==> src/rtl/my_pkg.sv <==
// Shared RV32I decode definitions: operand width, major opcodes, ALU ops, ID/EX payload.
// Latency: n/a (types and constants only).
// Backpressure: n/a.
package my_pkg;

    localparam int DATA_WIDTH = 32;

    localparam logic [6:0] OPC_OP     = 7'b0110011;
    localparam logic [6:0] OPC_OP_IMM = 7'b0010011;
    localparam logic [6:0] OPC_LOAD   = 7'b0000011;
    localparam logic [6:0] OPC_STORE  = 7'b0100011;
    localparam logic [6:0] OPC_BRANCH = 7'b1100011;
    localparam logic [6:0] OPC_JAL    = 7'b1101111;
    localparam logic [6:0] OPC_JALR   = 7'b1100111;
    localparam logic [6:0] OPC_LUI    = 7'b0110111;
    localparam logic [6:0] OPC_AUIPC  = 7'b0010111;

    typedef enum logic [3:0] {
        ALU_ADD    = 4'd0,
        ALU_SUB    = 4'd1,
        ALU_SLL    = 4'd2,
        ALU_SLT    = 4'd3,
        ALU_SLTU   = 4'd4,
        ALU_XOR    = 4'd5,
        ALU_SRL    = 4'd6,
        ALU_SRA    = 4'd7,
        ALU_OR     = 4'd8,
        ALU_AND    = 4'd9,
        ALU_PASS_B = 4'd10
    } alu_op_t;

    typedef struct packed {
        logic [DATA_WIDTH-1:0] pc;
        logic [DATA_WIDTH-1:0] rs1_val;
        logic [DATA_WIDTH-1:0] rs2_val;
        logic [DATA_WIDTH-1:0] imm;
        logic [4:0]            rs1;
        logic [4:0]            rs2;
        logic [4:0]            rd;
        alu_op_t               alu_op;
        logic                  wr_en;
        logic                  is_load;
        logic                  is_store;
        logic                  is_branch;
        logic                  is_jump;
        logic                  illegal;
    } id_ex_t;

endpackage

==> src/rtl/imm_gen.sv <==
// Immediate generator: picks I/S/B/U/J layout from the opcode and sign-extends.
// Latency: combinational.
// Backpressure: none (pure function of the instruction word).
// Ports: insn_i (instruction word), imm_o (sign-extended immediate, 0 for R/unknown).
module imm_gen
    import my_pkg::*;
(
    input  logic [31:0]           insn_i,
    output logic [DATA_WIDTH-1:0] imm_o
);

    logic [6:0] opcode;
    assign opcode = insn_i[6:0];

    always_comb begin
        imm_o = '0;
        case (opcode)
            OPC_OP_IMM, OPC_LOAD, OPC_JALR:
                imm_o = {{20{insn_i[31]}}, insn_i[31:20]};
            OPC_STORE:
                imm_o = {{20{insn_i[31]}}, insn_i[31:25], insn_i[11:7]};
            // B and J scramble the offset bits and drop bit0 (always 0).
            OPC_BRANCH:
                imm_o = {{20{insn_i[31]}}, insn_i[7], insn_i[30:25], insn_i[11:8], 1'b0};
            OPC_LUI, OPC_AUIPC:
                imm_o = {insn_i[31:12], 12'h000};
            OPC_JAL:
                imm_o = {{12{insn_i[31]}}, insn_i[19:12], insn_i[20], insn_i[30:21], 1'b0};
            default:
                imm_o = '0;
        endcase
    end

endmodule

==> src/rtl/id_stage.sv <==
// RV32I decode stage: drives RF read addresses, registers decoded payload into ID/EX, detects load-use.
// Latency: 1 cycle from if_valid & if_ready to ex_valid.
// Backpressure: ID/EX holds while ex_valid & !ex_ready (if_ready = 0); load-use inserts one bubble.
// Ports: clk/rst (sync, active-high), flush; fetch side if_valid/if_ready/if_pc/if_insn;
//        rf_addr_rd1/2 out, rf_data_rd1/2 in; hazard hz_ex_load/hz_ex_rd; EX side ex_valid/ex_ready + ex_* payload.
// Build option: ILLEGAL_INSN_TRAP_EN flags unrecognised encodings via ex_illegal instead of decoding them as NOP.
module id_stage
    import my_pkg::*;
(
    input  logic                  clk,
    input  logic                  rst,
    input  logic                  flush,
    input  logic                  if_valid,
    output logic                  if_ready,
    input  logic [DATA_WIDTH-1:0] if_pc,
    input  logic [31:0]           if_insn,
    output logic [4:0]            rf_addr_rd1,
    output logic [4:0]            rf_addr_rd2,
    input  logic [DATA_WIDTH-1:0] rf_data_rd1,
    input  logic [DATA_WIDTH-1:0] rf_data_rd2,
    input  logic                  hz_ex_load,
    input  logic [4:0]            hz_ex_rd,
    output logic                  ex_valid,
    input  logic                  ex_ready,
    output logic [DATA_WIDTH-1:0] ex_pc,
    output logic [DATA_WIDTH-1:0] ex_rs1_val,
    output logic [DATA_WIDTH-1:0] ex_rs2_val,
    output logic [DATA_WIDTH-1:0] ex_imm,
    output logic [4:0]            ex_rs1,
    output logic [4:0]            ex_rs2,
    output logic [4:0]            ex_rd,
    output logic [3:0]            ex_alu_op,
    output logic                  ex_wr_en,
    output logic                  ex_is_load,
    output logic                  ex_is_store,
    output logic                  ex_is_branch,
    output logic                  ex_is_jump,
    output logic                  ex_illegal
);

    logic       valid_q, valid_d;
    id_ex_t     pay_q, pay_d;
    id_ex_t     dec;
    logic       use_rs1, use_rs2, legal;
    logic       stall, load_en;
    logic [DATA_WIDTH-1:0] imm;

    logic [6:0] opcode;
    logic [2:0] f3;
    logic [6:0] f7;

    assign opcode = if_insn[6:0];
    assign f3     = if_insn[14:12];
    assign f7     = if_insn[31:25];

    // Read addresses come straight from the word; the RF returns data the same cycle.
    assign rf_addr_rd1 = if_insn[19:15];
    assign rf_addr_rd2 = if_insn[24:20];

    imm_gen u_imm_gen (
        .insn_i (if_insn),
        .imm_o  (imm)
    );

    always_comb begin
        dec         = '0;
        dec.pc      = if_pc;
        dec.rs1_val = rf_data_rd1;
        dec.rs2_val = rf_data_rd2;
        dec.imm     = imm;
        dec.rs1     = if_insn[19:15];
        dec.rs2     = if_insn[24:20];
        dec.rd      = if_insn[11:7];
        dec.alu_op  = ALU_ADD;
        use_rs1     = 1'b0;
        use_rs2     = 1'b0;
        legal       = 1'b0;

        case (opcode)
            OPC_LUI: begin
                legal      = 1'b1;
                dec.wr_en  = 1'b1;
                dec.alu_op = ALU_PASS_B;
            end
            OPC_AUIPC: begin
                legal     = 1'b1;
                dec.wr_en = 1'b1;
            end
            OPC_JAL: begin
                legal       = 1'b1;
                dec.wr_en   = 1'b1;
                dec.is_jump = 1'b1;
            end
            OPC_JALR: begin
                legal       = (f3 == 3'd0);
                use_rs1     = 1'b1;
                dec.wr_en   = 1'b1;
                dec.is_jump = 1'b1;
            end
            OPC_BRANCH: begin
                legal         = (f3 != 3'd2) && (f3 != 3'd3);
                use_rs1       = 1'b1;
                use_rs2       = 1'b1;
                dec.is_branch = 1'b1;
                // EQ/NE compare via subtract, signed and unsigned ordering via SLT/SLTU.
                case (f3[2:1])
                    2'b10:   dec.alu_op = ALU_SLT;
                    2'b11:   dec.alu_op = ALU_SLTU;
                    default: dec.alu_op = ALU_SUB;
                endcase
            end
            OPC_LOAD: begin
                legal       = (f3 != 3'd3) && (f3 != 3'd6) && (f3 != 3'd7);
                use_rs1     = 1'b1;
                dec.wr_en   = 1'b1;
                dec.is_load = 1'b1;
            end
            OPC_STORE: begin
                legal        = (f3 <= 3'd2);
                use_rs1      = 1'b1;
                use_rs2      = 1'b1;
                dec.is_store = 1'b1;
            end
            OPC_OP_IMM: begin
                legal     = 1'b1;
                use_rs1   = 1'b1;
                dec.wr_en = 1'b1;
                case (f3)
                    3'd0: dec.alu_op = ALU_ADD;
                    3'd1: begin
                        legal      = (f7 == 7'h00);
                        dec.alu_op = ALU_SLL;
                    end
                    3'd2: dec.alu_op = ALU_SLT;
                    3'd3: dec.alu_op = ALU_SLTU;
                    3'd4: dec.alu_op = ALU_XOR;
                    3'd5: begin
                        legal      = (f7 == 7'h00) || (f7 == 7'h20);
                        dec.alu_op = f7[5] ? ALU_SRA : ALU_SRL;
                    end
                    3'd6: dec.alu_op = ALU_OR;
                    default: dec.alu_op = ALU_AND;
                endcase
            end
            OPC_OP: begin
                use_rs1   = 1'b1;
                use_rs2   = 1'b1;
                dec.wr_en = 1'b1;
                legal     = (f7 == 7'h00) ||
                            ((f7 == 7'h20) && ((f3 == 3'd0) || (f3 == 3'd5)));
                case (f3)
                    3'd0: dec.alu_op = f7[5] ? ALU_SUB : ALU_ADD;
                    3'd1: dec.alu_op = ALU_SLL;
                    3'd2: dec.alu_op = ALU_SLT;
                    3'd3: dec.alu_op = ALU_SLTU;
                    3'd4: dec.alu_op = ALU_XOR;
                    3'd5: dec.alu_op = f7[5] ? ALU_SRA : ALU_SRL;
                    3'd6: dec.alu_op = ALU_OR;
                    default: dec.alu_op = ALU_AND;
                endcase
            end
            default: legal = 1'b0;
        endcase

        // Writes to x0 are architecturally discarded.
        if (dec.rd == 5'd0) begin
            dec.wr_en = 1'b0;
        end

        // An unrecognised word must not create a hazard or any side effect.
        if (!legal) begin
            use_rs1       = 1'b0;
            use_rs2       = 1'b0;
            dec.alu_op    = ALU_ADD;
            dec.wr_en     = 1'b0;
            dec.is_load   = 1'b0;
            dec.is_store  = 1'b0;
            dec.is_branch = 1'b0;
            dec.is_jump   = 1'b0;
`ifdef ILLEGAL_INSN_TRAP_EN
            dec.illegal   = 1'b1;
`else
            dec.imm       = '0;
`endif
        end
    end

    // x0 is never a real producer, so a load targeting it cannot cause a hazard.
    assign stall = if_valid && hz_ex_load && (hz_ex_rd != 5'd0) &&
                   ((use_rs1 && (dec.rs1 == hz_ex_rd)) ||
                    (use_rs2 && (dec.rs2 == hz_ex_rd)));

    assign load_en = !valid_q || ex_ready;

    // Flush drains the fetch offer unconditionally, so ID reports ready to discard it.
    assign if_ready = flush || (load_en && !stall);

    always_comb begin
        valid_d = valid_q;
        pay_d   = pay_q;
        if (flush) begin
            valid_d = 1'b0;
        end else if (load_en) begin
            if (stall) begin
                valid_d = 1'b0;
            end else if (if_valid) begin
                valid_d = 1'b1;
                pay_d   = dec;
            end else begin
                valid_d = 1'b0;
            end
        end
    end

    always_ff @(posedge clk) begin
        if (rst) begin
            valid_q <= 1'b0;
            pay_q   <= '0;
        end else begin
            valid_q <= valid_d;
            pay_q   <= pay_d;
        end
    end

    assign ex_valid     = valid_q;
    assign ex_pc        = pay_q.pc;
    assign ex_rs1_val   = pay_q.rs1_val;
    assign ex_rs2_val   = pay_q.rs2_val;
    assign ex_imm       = pay_q.imm;
    assign ex_rs1       = pay_q.rs1;
    assign ex_rs2       = pay_q.rs2;
    assign ex_rd        = pay_q.rd;
    assign ex_alu_op    = pay_q.alu_op;
    assign ex_wr_en     = pay_q.wr_en;
    assign ex_is_load   = pay_q.is_load;
    assign ex_is_store  = pay_q.is_store;
    assign ex_is_branch = pay_q.is_branch;
    assign ex_is_jump   = pay_q.is_jump;
    // Only ever set when the trap build is enabled; otherwise held at 0 by decode.
    assign ex_illegal   = pay_q.illegal;

endmodule

==> config.mk <==
export PLATFORM = sky130hd
export DESIGN_NAME = id_stage
export DESIGN_NICKNAME = d
export VERILOG_FILES = /design/src/rtl/my_pkg.sv /design/src/rtl/imm_gen.sv /design/src/rtl/id_stage.sv
export SDC_FILE = /design/constraint.sdc
export NUM_CORES = 1
export LEC_CHECK = 0
export CAP_MARGIN = 20
export CORE_MARGIN = 2
export CORE_UTILIZATION = 41
export DETAILED_ROUTE_END_ITERATION = 10
export PLACE_DENSITY_LB_ADDON = 0.15
export SYNTH_ARGS = -nofsm -noshare
export SYNTH_HDL_FRONTEND = slang
export SYNTH_SLANG_ARGS = --single-unit
==> constraint.sdc <==
create_clock -name clk -period 3.7 [get_ports clk]
set_input_delay 0.74 -clock clk [delete_from_list [all_inputs] [get_ports clk]]
set_output_delay 0.74 -clock clk [all_outputs]
set_load 0.02 [all_outputs]
# After elaboration in Yosys (flattened, before gate mapping)
# Index checks and enable logic that the tools add are counted.
# classes
mux	23
n_eq_ne	24
bitwise_logic	2
n_reduce_logical	31
order_cmp	1
# ops
op	n
32-bit case mux with 5 select lines	1
4-bit case mux with 7 select lines	2
32-bit 2-to-1 mux	1
7-bit by 6-bit equality test with 1-bit output, second input constant	4
7-bit equality test, second input constant	3
4-bit case mux with 4 select lines	1
7-bit by 5-bit equality test with 1-bit output, second input constant	2
1-bit 2-to-1 mux	14
5-bit equality test	2
1-bit logical AND	10
3-bit equality test, second input constant	3
9-bit 2-to-1 mux	1
3-bit OR reduction	3
7-bit by 2-bit equality test with 1-bit output, second input constant	1
7-bit logical NOT	1
1-bit case mux with 7 select lines	1
7-bit OR reduction	1
3-bit by 2-bit equality test with 1-bit output, second input constant	2
1-bit logical OR	6
3-bit by 2-bit != test with 1-bit output, second input constant	2
3-bit != test, second input constant	2
3-bit case mux with 2 select lines	1
2-bit OR reduction	3
6-bit OR reduction	1
other kinds (10)	13
# word_totals
elab_cells	95
input_bits	139
output_inout_bits	165
ff_bits	153

# Longest topological paths before layout
# Gate-level depths: netlist of run 1.
# depth
depth_word	12
mapped_depth	10
mapped_depth_nobuf	7

# Hierarchy
# From an unflattened synthesis of run 1, not the netlist that was laid out.
# hier_totals
hier_cells	836
hier_area_um2	6478.7
# modules_own_cells
module	area_per_inst_um2	n_inst	cells_each
id_stage	5931.9	1	757
imm_gen	546.8	1	79

# Worst setup path after synthesis of run 1
# OpenSTA, ideal clock, no wires.
# synth_timing
path_kind	input-to-output
from	input port if_insn[2]
to	output port if_ready
path_buffers	3
required_time_ns	2.960
path_slack_ns	0.488
t_arrival_ns	2.472
path_stages	9
path_cell_list	buf_2 > and4bb_4 > nand2_1 > or3_1 > o41ai_1 > o21ai_1 > clkbuf_1 > buf_2 > a21o_1
# synth_between
elab_chain_cells	10
elab_cells_between_ends	24
cone_classes	eq/ne (9); mux (5); reduce/logical (10)
# synth_rtl
element	line	text
start, declared	id_stage.sv:16	input logic [31:0] if_insn,
7-bit by 6-bit equality test with 1-bit output (tied with other cells)	id_stage.sv:79	case (opcode)
3-bit OR reduction (no line) or 6-bit OR reduction (tied branches)	-	
1-bit case mux with 7 select lines or 1-bit 2-to-1 mux (tied branches)	id_stage.sv:79	
1-bit 2-to-1 mux	id_stage.sv:171	if (!legal) begin
1-bit logical AND, on equally long branches	id_stage.sv:190, id_stage.sv:191	
1-bit logical OR *	id_stage.sv:190	((use_rs1 && (dec.rs1 == hz_ex_rd)) ||
1-bit logical AND *	id_stage.sv:189	assign stall = if_valid && hz_ex_load && (hz_ex_rd != 5'd0) &&
1-bit logical NOT *	id_stage.sv:196	assign if_ready = flush || (load_en && !stall);
1-bit logical AND *	id_stage.sv:196	
1-bit logical OR *	id_stage.sv:196	
end, declared	id_stage.sv:14	output logic if_ready,
# Every way passes the cells marked *; elsewhere a longest branch is shown, timed or not.

# Worst setup path after layout of run 1
# layout_timing
from	input port if_insn[24]
to	output port if_ready
# layout_between
elab_chain_cells	7
# layout_rtl
element	line	text
5-bit equality test	id_stage.sv:191	(use_rs2 && (dec.rs2 == hz_ex_rd)));
1-bit logical AND	id_stage.sv:191	
1-bit logical OR	id_stage.sv:190	
1-bit logical AND	id_stage.sv:189	
1-bit logical NOT	id_stage.sv:196	
1-bit logical AND	id_stage.sv:196	
1-bit logical OR	id_stage.sv:196	
# Every way passes these cells.

==> results of run 1 <==
repair_timing:
item / in CTS / in global routing
setup endpoints to repair: 1 / 1
resized for setup: 2 / 2
endpoints found under the hold margin: 0 / 0
routing by layer:
layer  vias up  GRT usage  wire length [um]
li1       3428          -                 -
met1      3382      0.327              9690
met2       259      0.407             10700
met3        38     0.0894              1950
met4         0      0.101               629
met5         -          0                 0
layout by cell type, fill, tap and decap left out, types with 2 or more instances in the layout:
cell / instances
a211oi_1: 2
a21o_1: 12
a21oi_1: 136
a22o_1: 19
a31oi_1: 3
a32o_1: 6
buf_12: 6
buf_4: 62
bufinv_16: 3
clkbuf_16: 17
clkbuf_8: 3
clkdlybuf4s50_1: 300
clkinv_2: 2
clkinv_4: 3
dfxtp_1: 153
inv_1: 3
inv_6: 2
nand2_1: 14
nand2b_1: 6
nand3_1: 117
nand3b_1: 2
nand4_1: 5
nand4b_1: 2
nor2_1: 11
nor3_1: 4
nor3b_1: 2
o21a_1: 3
o21ai_0: 126
o22ai_1: 3
o2bb2ai_1: 11
or3_1: 3
or4_1: 2
xnor2_1: 2
xor2_1: 9
kinds of logic (layout without fill, tap and decap cells):
kind of cell	Yosys count	count (layout)	share of synthesized area
flops	153	153	0.470
other cells	1	1	0.000576
compound gates	338	338	0.299
simple gates	179	179	0.145
xor+xnor	11	11	0.0148
buf+inv	96	404	0.0701
state kept, by name, summed over array words and instances, names as in the netlist:
register      cells
ex_wr_en          1
ex_rd             5
ex_imm           32
ex_is_jump        1
ex_is_load        1
ex_rs1            5
ex_valid          1
ex_rs1_val       32
ex_rs2_val       32
ex_is_branch      1
ex_rs2            5
ex_is_store       1
ex_pc            32
ex_alu_op         4
worst max-delay path, cell delays in order:
cell and delay, ns:
clkdlybuf4s50_1 0.44, xor2_1 0.19, nor4_2 0.31, nand4_1 0.15
a211oi_2 0.26, buf_4 0.17, o21ai_4 0.06, a21o_1 0.16
dlygate4sd2_1 0.32
power groups by stage:
stage	sequential, mW	combinational (mW)	clock [mW]
floorplan	1.84	0.193	0
global placement	1.76	0.634	0
finish	1.73	0.638	1.84
global route	1.74	0.684	1.94
CTS	1.73	0.638	1.87
detailed placement	1.77	0.635	0
worst max path at each step:
| stage | from | to | slack (ns) | cells past startpoint |
|---|---|---|---|---|
| 2_1_floorplan | if_insn[2] | if_ready | 0.49 | 9 |
| 3_5_place_dp | if_insn[25] | if_ready | -0.21 | 8 |
| 3_3_place_gp | if_insn[25] | if_ready | -0.19 | 8 |
| 6_report | if_insn[24] | if_ready | 0.17 | 9 |
| 5_1_grt | if_insn[5] | if_ready | 0.03 | 10 |
| 4_1_cts | hz_ex_rd[2] | if_ready | 0.09 | 10 |
layout make-up:
type / count / area, um^2 / share of cell area
inverters: 3 / 11.3 / 0.00106
well taps: 216 / 270 / 0.0255
repair buffers: 369 / 3600 / 0.339
multi-input cells: 529 / 3040 / 0.286
flip-flops and latches: 153 / 3060 / 0.289
clock buffers: 20 / 467 / 0.0440
clock inverters: 12 / 163 / 0.0153
==> metrics.md, run 1 <==
| Metric | Value |
|---|---|
| Status | completed |
| # nets final | approximately 1200 |
| Cells on Worst Hold Path | 1 |
| # diodes | 0 |
| Die area | approximately 17000 um^2 |
| Post-synthesis sequential area ratio | 0.470 |
| Cell Int Power | between 3 and 4 mW |
| Yosys top cell area share | 0.470 |
| CP arrival | approximately 2.8 ns |
| RR Startpoint | ex_valid |
| TritonCTS clock tree | yes |
| Setup Skew | roughly 0.0099 ns |
| Fmax | between 200 and 300 MHz |
| Worst setup path class | primary input to primary output |
| Most numerous cell in the Yosys netlist | dfxtp_1 |
| GRT Resource Usage Total | 0.259 |
| Endpoints failing setup | 0 |
| Clock transition at path regs | roughly 0.06 ns |
| Post-route cell area | about 11000 um^2 |
| CP Max Fanout | 2 |
| Routed Wire Length | 22.9 mm |
| Area contributors post-synth | dfxtp_1 47%, a21oi_1 10%, o21ai_0 9.7% |
| Worst hold slack | around 0.46 ns |
| IO Port Bufs | 302 |
| RSZ-0062 raised after global routing | false |
| CP Launch Type | primary input |
| Initial antenna violation count | 0 |
| Final HPWL DP | 15.6 mm |
| Share of layout cells above drive strength 1 | 0.102 |
| Ys async rst share | 0 |
| Top Ports | around 300 |
| Worst-Skew Late Latency | 0.42 ns |
| Inst Count DP | around 1300 |
| Initial Utilization | 0.415 |
| Top post-synthesis cells by count | 153 x dfxtp_1, 136 x a21oi_1, 126 x o21ai_0 |
| Die Wd | approximately 130 um |
| Hold WC Path Type | register to register |
| Avg Synthesized Cell Area | about 8.4 um^2 |
| DR WL/cell | ~18 um |
| Root buf cell | clkbuf_16 |
| Fin. max-slew vios | 0 |
| Antenna viol nets, final | 0 |
| Flop pwr share | 0.411 |
| Max_cap viols | 0 |
| YS warnings | 0 |
| Drt pass-1 iters | 4 |
| # rows | between 40 and 50 |
| Placed Area | between 9000 and 10000 um^2 |
| Power after layout | 4.21 mW |
| Hold Buf Count CTS | 0 |
| Vias in the first global route | about 6600 |
| Yosys top cell by area | dfxtp_1 |
| CORE AREA | around 16000 um^2 |
| Setup_tns | 0 ns |
| Power per Cell Area | about 400 nW/um^2 |
| Post-place setup slack | -0.213 ns |
| Area grow syn2layout | 62.8% |
| Chip Height | between 100 and 150 um |
| Vias per std cell | around 5.5 |
| Fin cells | about 1300 |
| Final Hold Fails | 0 |
| Min cycle time layout | 3.53 ns |
| Period utilization | 0.955 |
| Cell Area, Synth | about 6500 um^2 |
| Pin count of the biggest net entering global routing | between 100 and 150 |
| Switching power | 1.04 mW |
| Hold path start | ex_imm[11] |
| Sink Count | between 150 and 200 |
| Main synth FF type | dfxtp_1 |
| Combinational power share | 0.152 |
| CP required | just under 3 ns |
| Routability cong. | approximately 0.92 |
| Synth unique cells | 56 |
| Slew HR | 0.387 |
| Crit. End Element | primary output |
| Synth Register Bits | between 150 and 200 |
| Slew at the pin closest to its max-slew limit | a little over 0.9 ns |
| EDFF count, synth | 0 |
| Cells after Synth | between 700 and 800 |
| Final Core Density | 0.675 |
| Mapped Nets | 917 |
| DR iter-0 viols | around 580 |
| Clock Tree Buf Depth | 2 |
| Setup bufs post-CTS | 0 |
| Fillers | around 1400 |
| Clock power frac | 0.437 |
| R2r setup slk | approximately 1.8 ns |
| Register-to-Register Path Depth | 5 |
| Net Sw Frac | 0.248 |
| H-tree levels | 4 |
| CTS Buf Count | 17 |
| Via count | 7107 |
| Leakage | 3.81 nW |
| GR Overflow Total | 0 |
| Worst r2r dst | ex_rs2_val[15] |
| Final Worst Setup Slack | between 0.15 and 0.2 ns |
| First-pass GRT wire length | around 35 mm |
| Worst IR Drop VDD | slightly above 300 uV |
| Worst Hold End | ex_imm[11] |
| DR DRC count | 0 |
Note: power is estimated with default switching activity, not from simulation.
==> run 2: changes to the inputs <==
Settings changed: CORE_MARGIN 2 to not set.
==> run 2 against run 1 <==
Clock power down 9%. Wire length down 2.5%. Largest power group is now registers. Worst setup slack worse by 0.063 ns. Global-route usage up 1.2 points. Via count down 0.63%. Cell area down 0.55%. Register-to-register slack better by 0.08 ns. Combinational power about the same. Die area down 3.1%. Non-clock buffer count down 2. Sequential power about the same.
==> metrics.md, run 2 (synthesis gave the netlist of run 1 again) <==
| Metric | Value |
|---|---|
| Status | completed |
| FF/Latch Area | 3060 um^2 (unchanged) |
| Setup Skew | 0.00939 ns (-0.000496 ns) |
| Worst r2r dst | ex_rs1[0] |
| Worst-Skew Late Latency | 0.42 ns (about the same) |
| Setup bufs post-CTS | 0 (unchanged) |
| DR iter-0 viols | 437 (-24%) |
| Die area | 16400 um^2 (-3.1%) |
| CTS Buf Count | 17 (unchanged) |
| Worst setup path start | hz_ex_rd[2] |
| Die Wd | 128 um (-1.5%) |
| Via count | 7062 (-0.63%) |
| Worst IR Drop VDD | 415 uV (+35%) |
| Final Hold Fails | 0 (unchanged) |
| Fillers | 1280 (-6.3%) |
| Area of the multi-input gates | 3050 um^2 (+0.41%) |
| DR WL/cell | 17.3 um (-1.9%) |
| CP Max Fanout | 2 (unchanged) |
| Crit. End Element | primary output |
| Initial Utilization | 0.424 (+0.00921) |
| Post-route cell area | 10600 um^2 (-0.55%) |
| Routed Wire Length | 22.4 mm (-2.5%) |
| Power per Cell Area | 384 nW/um^2 (-3.2%) |
| # nets final | 1210 (-0.17%) |
| First-pass GRT wire length | 34.9 mm (+0.51%) |
| Share of layout cells above drive strength 1 | 0.0987 (-0.00350) |
| DR DRC count | 0 (unchanged) |
| Max_cap viols | 0 (unchanged) |
| # diodes | 0 (unchanged) |
| Slew at the pin closest to its max-slew limit | 0.718 ns (-0.201 ns) |
| Worst Hold End | ex_imm[6] |
| CP Launch Type | primary input |
| Fmax | 278 MHz (-1.8%) |
| Drt pass-1 iters | 4 (unchanged) |
| Cells on Worst Hold Path | 1 (unchanged) |
| GR Overflow Total | 0 (unchanged) |
| Sink Count | 153 (unchanged) |
| Hold WC Path Type | register to register |
| # rows | 45 (-2.2%) |
| Antenna viol nets, final | 0 (unchanged) |
| Area grow syn2layout | 61.9% |
| H-tree levels | 4 (unchanged) |
| Period utilization | 0.972 (+0.0171) |
| Commonest non-fill, non-tap cell in the layout | clkdlybuf4s50_1 |
| Worst setup path class | primary input to primary output |
| Most frequent cells in the layout | 298 x clkdlybuf4s50_1, 153 x dfxtp_1, 136 x a21oi_1, 126 x o21ai_0, 117 x nand3_1 |
| CORE AREA | 15400 um^2 (-2.2%) |
| Clock Tree Buf Depth | 2 (unchanged) |
| Vias in the first global route | 6700 (+1.8%) |
| CP arrival | 2.86 ns (+0.07 ns) |
| Slew HR | 0.521 (+0.134) |
| R2r setup slk | 1.88 ns (+0.08 ns) |
| Final HPWL DP | 15.1 mm (-2.8%) |
| Hold path start | ex_imm[6] |
| TritonCTS clock tree | yes |
| IO Port Bufs | 302 (unchanged) |
| Routability cong. | 0.899 (-2.0%) |
| Placed Area | 9940 um^2 (-0.21%) |
| Fin cells | 1295 (-0.54%) |
| Fin. max-slew vios | 0 (unchanged) |
| Worst hold slack | 0.464 ns (+0.00151 ns) |
| Register-to-Register Path Depth | 5 (unchanged) |
| Min cycle time layout | 3.60 ns (+0.0634 ns) |
| Top Ports | 304 (unchanged) |
| Root buf cell | clkbuf_16 |
| GRT Resource Usage Total | 0.271 (+0.0123) |
| Inst Count DP | 1263 (-0.55%) |
| Endpoints failing setup | 0 (unchanged) |
| CP required | 2.96 ns (about the same) |
| Chip Height | 128 um (-1.5%) |
| RR Startpoint | ex_valid |
| Pin count of the biggest net entering global routing | 71 (-41%) |
| Initial antenna violation count | 0 (unchanged) |
| Vias per std cell | 5.45 (about the same) |
| RSZ-0062 raised after global routing | false |
| Leakage | 3.81 nW (about the same) |
| Clock transition at path regs | 0.06 ns (about the same) |
-- run 2: cell count changes in the layout (fill, tap and decap cells not counted), moves of 2 or more --
cell / previous run / this run
clkdlybuf4s50_1: 300 / 298
clkinvlp_4: 1 / 4
buf_4: 62 / 59
clkbuf_1: 0 / 2
dlymetal6s2s_1: 0 / 2
bufinv_16: 3 / 1
clkinv_4: 3 / 1
-- run 2: layout make-up --
class / count / share of cell area
clock buffers: 22 / 0.0449
multi-input cells: 529 / 0.289
clock inverters: 10 / 0.00878
flip-flops and latches: 153 / 0.290
inverters: 3 / 0.00107
well taps: 211 / 0.0250
repair buffers: 367 / 0.341
-- run 2: how the worst max path moves through the flow --
stage / endpoint / slack (ns) / depth (start not counted)
6_report: if_ready / 0.10 / 10
5_1_grt: if_ready / 0.0001 / 10
4_1_cts: if_ready / 0.1 / 10
3_5_place_dp: ex_imm[19] / -0.44 / 11
3_3_place_gp: ex_imm[15] / -0.43 / 11
2_1_floorplan: if_ready / 0.49 / 9
-- run 2: repair_timing --
item                       4_1_cts  5_1_grt
pin swaps                        0        1
hold buffers                     0        0
setup endpoints to repair        2       12
resized for setup                4        6
-- run 2: routing by layer --
layer	up-vias	track usage	part of all wire
met3	46	0.0851	0.081
met4	0	0.128	0.038
li1	3419	-	-
met1	3329	0.341	0.41
met5	-	0	0
met2	268	0.423	0.47
-- run 2: power breakdown --
group	internal (mW)	total, mW	switching [mW]
Combinational	0.332	0.639	0.306
Sequential	1.71	1.73	0.0246
Clock	0.979	1.68	0.702
-- run 2: stage by stage --
stage	TNS (ns)	util	setup WS, ns	power, mW
2_1_floorplan	0	-	0.488	2.03
3_3_place_gp	-11.77	0.647	-0.435	2.40
3_5_place_dp	-10.77	0.647	-0.442	2.40
4_1_cts	0	0.685	0.0973	4.08
5_1_grt	0	0.686	0.000146	4.20
6_report	0	0.686	0.104	4.05
-- run 2: critical path: stages --
cell	delay, ns
clkdlybuf4s50_1	0.41
buf_4	0.14
xor2_1	0.14
nor4_2	0.33
nand4_1	0.13
a211oi_1	0.25
buf_4	0.17
o21ai_4	0.05
a21o_1	0.16
dlygate4sd2_1	0.33
==> edit (config.mk and constraints of run 2) <==
The option `ILLEGAL_INSN_TRAP_EN` is turned on by a define.
--- a/src/rtl/id_stage.sv
+++ b/src/rtl/id_stage.sv
@@ -5,4 +5,6 @@
 //        rf_addr_rd1/2 out, rf_data_rd1/2 in; hazard hz_ex_load/hz_ex_rd; EX side ex_valid/ex_ready + ex_* payload.
 // Build option: ILLEGAL_INSN_TRAP_EN flags unrecognised encodings via ex_illegal instead of decoding them as NOP.
+`define ILLEGAL_INSN_TRAP_EN
+
 module id_stage
     import my_pkg::*;
Check against the original RTL: not equivalent (Yosys sat finds a counterexample within 4 cycles, from zero or initial values and one cycle with rst high).
==> edit against run 2 <==
- sequential power increased by 2%
- combinational power increased by 22%
- cell area increased by 5.2%
- area after synthesis increased by 11%
- total power increased by 2.9%
- die area increased by 11%
- worst setup slack improved by 0.019 ns
- count of clock-buffer cells in the layout decreased by 1
- sequential cell count increased by 1
- critical path depth decreased by 2
- critical path type unchanged
- global-route usage decreased by 3.9 points
- cell count increased by 4.5%
- worst hold slack got worse by 0.015 ns
- wire length decreased by 5.3%
==> edit: results (changes against run 2) <==
Route
The aggregate routed wire length is 21160 um (-5.3%). The number of DRC violations after detailed-routing iteration 0 is 320 (-27%). The post-detailed-route via-to-cell ratio was 4.962 (-9.0%).

Yosys
The fraction of the mapped netlist area in compound gates is 12.41% (-17 points). After synthesis, the cell types taking the most area are sky130_fd_sc_hd__dfxtp_1 43%, sky130_fd_sc_hd__mux2i_1 18%, sky130_fd_sc_hd__nand2_1 14%, sky130_fd_sc_hd__a21oi_1 2.3%, sky130_fd_sc_hd__o211a_1 2.2%. The number of nets in the synthesized netlist is 951 (+3.7%). The share of flip-flops with an asynchronous set or reset after synthesis is 0% (unchanged).

The commonest cells after synthesis are 263 x sky130_fd_sc_hd__nand2_1, 154 x sky130_fd_sc_hd__dfxtp_1, 127 x sky130_fd_sc_hd__mux2i_1. The share of synthesized area spent on multiplexers is 17.72% (+18 points). The number of synthesis warnings is 0 (unchanged).

The portion of the post-synthesis area used by sequential elements is 42.59% (-4.4 points). The distinct cell type count of the synthesized netlist is 59 (+5.4%). The xor and xnor fraction of the mapped netlist area is 1.210% (-0.27 points).

GRT
The overall global routing resource usage is 23.22% (-3.9 points). The via count of the first global-routing pass is 6300 (-6.0%). The maximum number of pins on one net before global-route repair was 91 (+28%). The global-route wire length before repair is 32940 um (-5.7%). The total global routing overflow is 0 (unchanged).

Worst setup path
The path depth of the worst reg2reg path is 5 (unchanged). On the critical path the largest part of the delay comes from simple AND/OR/NAND/NOR gates. The startpoint of the lowest-slack register-to-register path is ex_valid. STA classifies the critical path startpoint as an input port. The startpoint of the most critical setup path is if_insn[31].

The peak fanout along the critical path came to 2 (unchanged). The slack of the worst reg-to-reg path is 1.58 ns (-0.30 ns). The worst register-to-register path ends at ex_rs2_val[30]. The library cell contributing the largest single delay on the critical path is sky130_fd_sc_hd__or4_1. Following the worst setup path forward leads to its endpoint at if_ready. The peak per-stage delay on the critical path was 0.58 ns (+0.17 ns).

Pwr
The leakage power is 4.333 nW (+14%). The largest vdd supply drop came to 336.5 uV (-19%).

Timing
The worst-case clock skew is 0.01060 ns (+0.001214 ns). The final cycle utilization of the critical path is 96.68% (-0.51 points). The setup total negative slack is 0 ns (unchanged). The normalized max-slew margin came to 49.96% (-2.1 points).

The final worst hold slack is 0.4493 ns (-0.01457 ns).

Status
The run finished with clean final reports.

Hold path
The worst min-delay path category is reg -> reg.

Placement
The half-perimeter wire length after detailed placement was 15250 um (+0.85%). The number of input and output port buffers inserted is 303 (+0.33%). The last weighted congestion value of the routability-driven placer is 0.8451 (-5.9%).

The minimum setup slack after placement was -0.1266 ns (+0.3152 ns).

Clock network
The worst-case clock buffer depth is 2 (unchanged). The clock slew seen by the registers of the worst setup and hold paths came to 0.06 ns (about the same). The tree is rooted in a sky130_fd_sc_hd__clkbuf_16. The CTS buffer count came to 17 (unchanged). The worst-skew pair later-pin latency is 0.42 ns (about the same).

Finish
The share of post-route cells with drive strength above 1 is 9.486% (-0.39 points). The layout overhead on the synthesized area is 53.34%. The net total in the final layout is 1254 (+3.6%).
edit: changes by cell type after synthesis, sizes merged, moves of 11 or more:
cell     change
o211a       +16
mux2i      +127
a21o        -11
o2bb2ai     -11
nand3      -102
o211ai      +15
nand2      +250
a22o        -19
a21oi      -102
o21ai      -113
buf         -13
edit: worst min-delay path by stage:
stage	from	to	cells past startpoint
global route	ex_rs2_val[26]	ex_rs2_val[26]	2
detailed placement	ex_imm[31]	ex_imm[31]	2
global placement	ex_imm[31]	ex_imm[31]	2
CTS	ex_imm[31]	ex_imm[31]	2
finish	ex_imm[31]	ex_imm[31]	2
floorplan	ex_imm[31]	ex_imm[31]	2
edit: through the flow:
stage	instance area (um2)	cells	power [mW]
2_1_floorplan	7238	812	2.192
6_report	11100	1353	4.165
4_1_cts	11100	1353	4.216
3_5_place_dp	10560	1321	2.586
5_1_grt	11100	1353	4.345
3_3_place_gp	10550	1320	2.579
edit: cell type report:
class	instances	area (um2)
clock buffers	21	460.4
clock inverters	11	85.08
fillers	1518	6197
inverters	3	18.77
multi-input cells	578	3643
flip-flops and latches	154	3083
well taps	225	281.5
repair buffers	361	3527
edit: power by group:
group / internal, mW / switching [mW]
registers: 1.73 / 0.0367
logic: 0.405 / 0.371
clock network: 0.902 / 0.716
total: 3.04 / 1.12
edit: worst reg2reg max path, delay by kind of cell, from the launching register on:
kind	cells	cell delay, ns
AOI/OAI and AO/OA	1	0.48
buffers and inverters	1	0.32
DFF	1	0.32
muxes	1	0.31
and+or+nand+nor	2	0.60
edit: logic make-up after synthesis:
group,count (synthesis)
compound gates,117
xor+xnor,10
buf+inv,80
flops,154
mux,128
simple gates,323
edit: what timing repair did:
item / in CTS / in global routing
gates resized for setup: 1 / 0
endpoints found under the hold margin: 0 / 0
setup endpoints to repair: 1 / 0
hold buffers: 0 / 0
edit: routing by layer:
metal  wire, um  track usage, %  part of all wire, %  vias to the layer above
met4        243           6.242                  1.1                        0
met3       1829           8.258                  8.6                       17
met2      10120           39.40                   48                      238
met1       8969           27.66                   42                     3095
met5          0               0                    0                        -
li1           -               -                    -                     3363
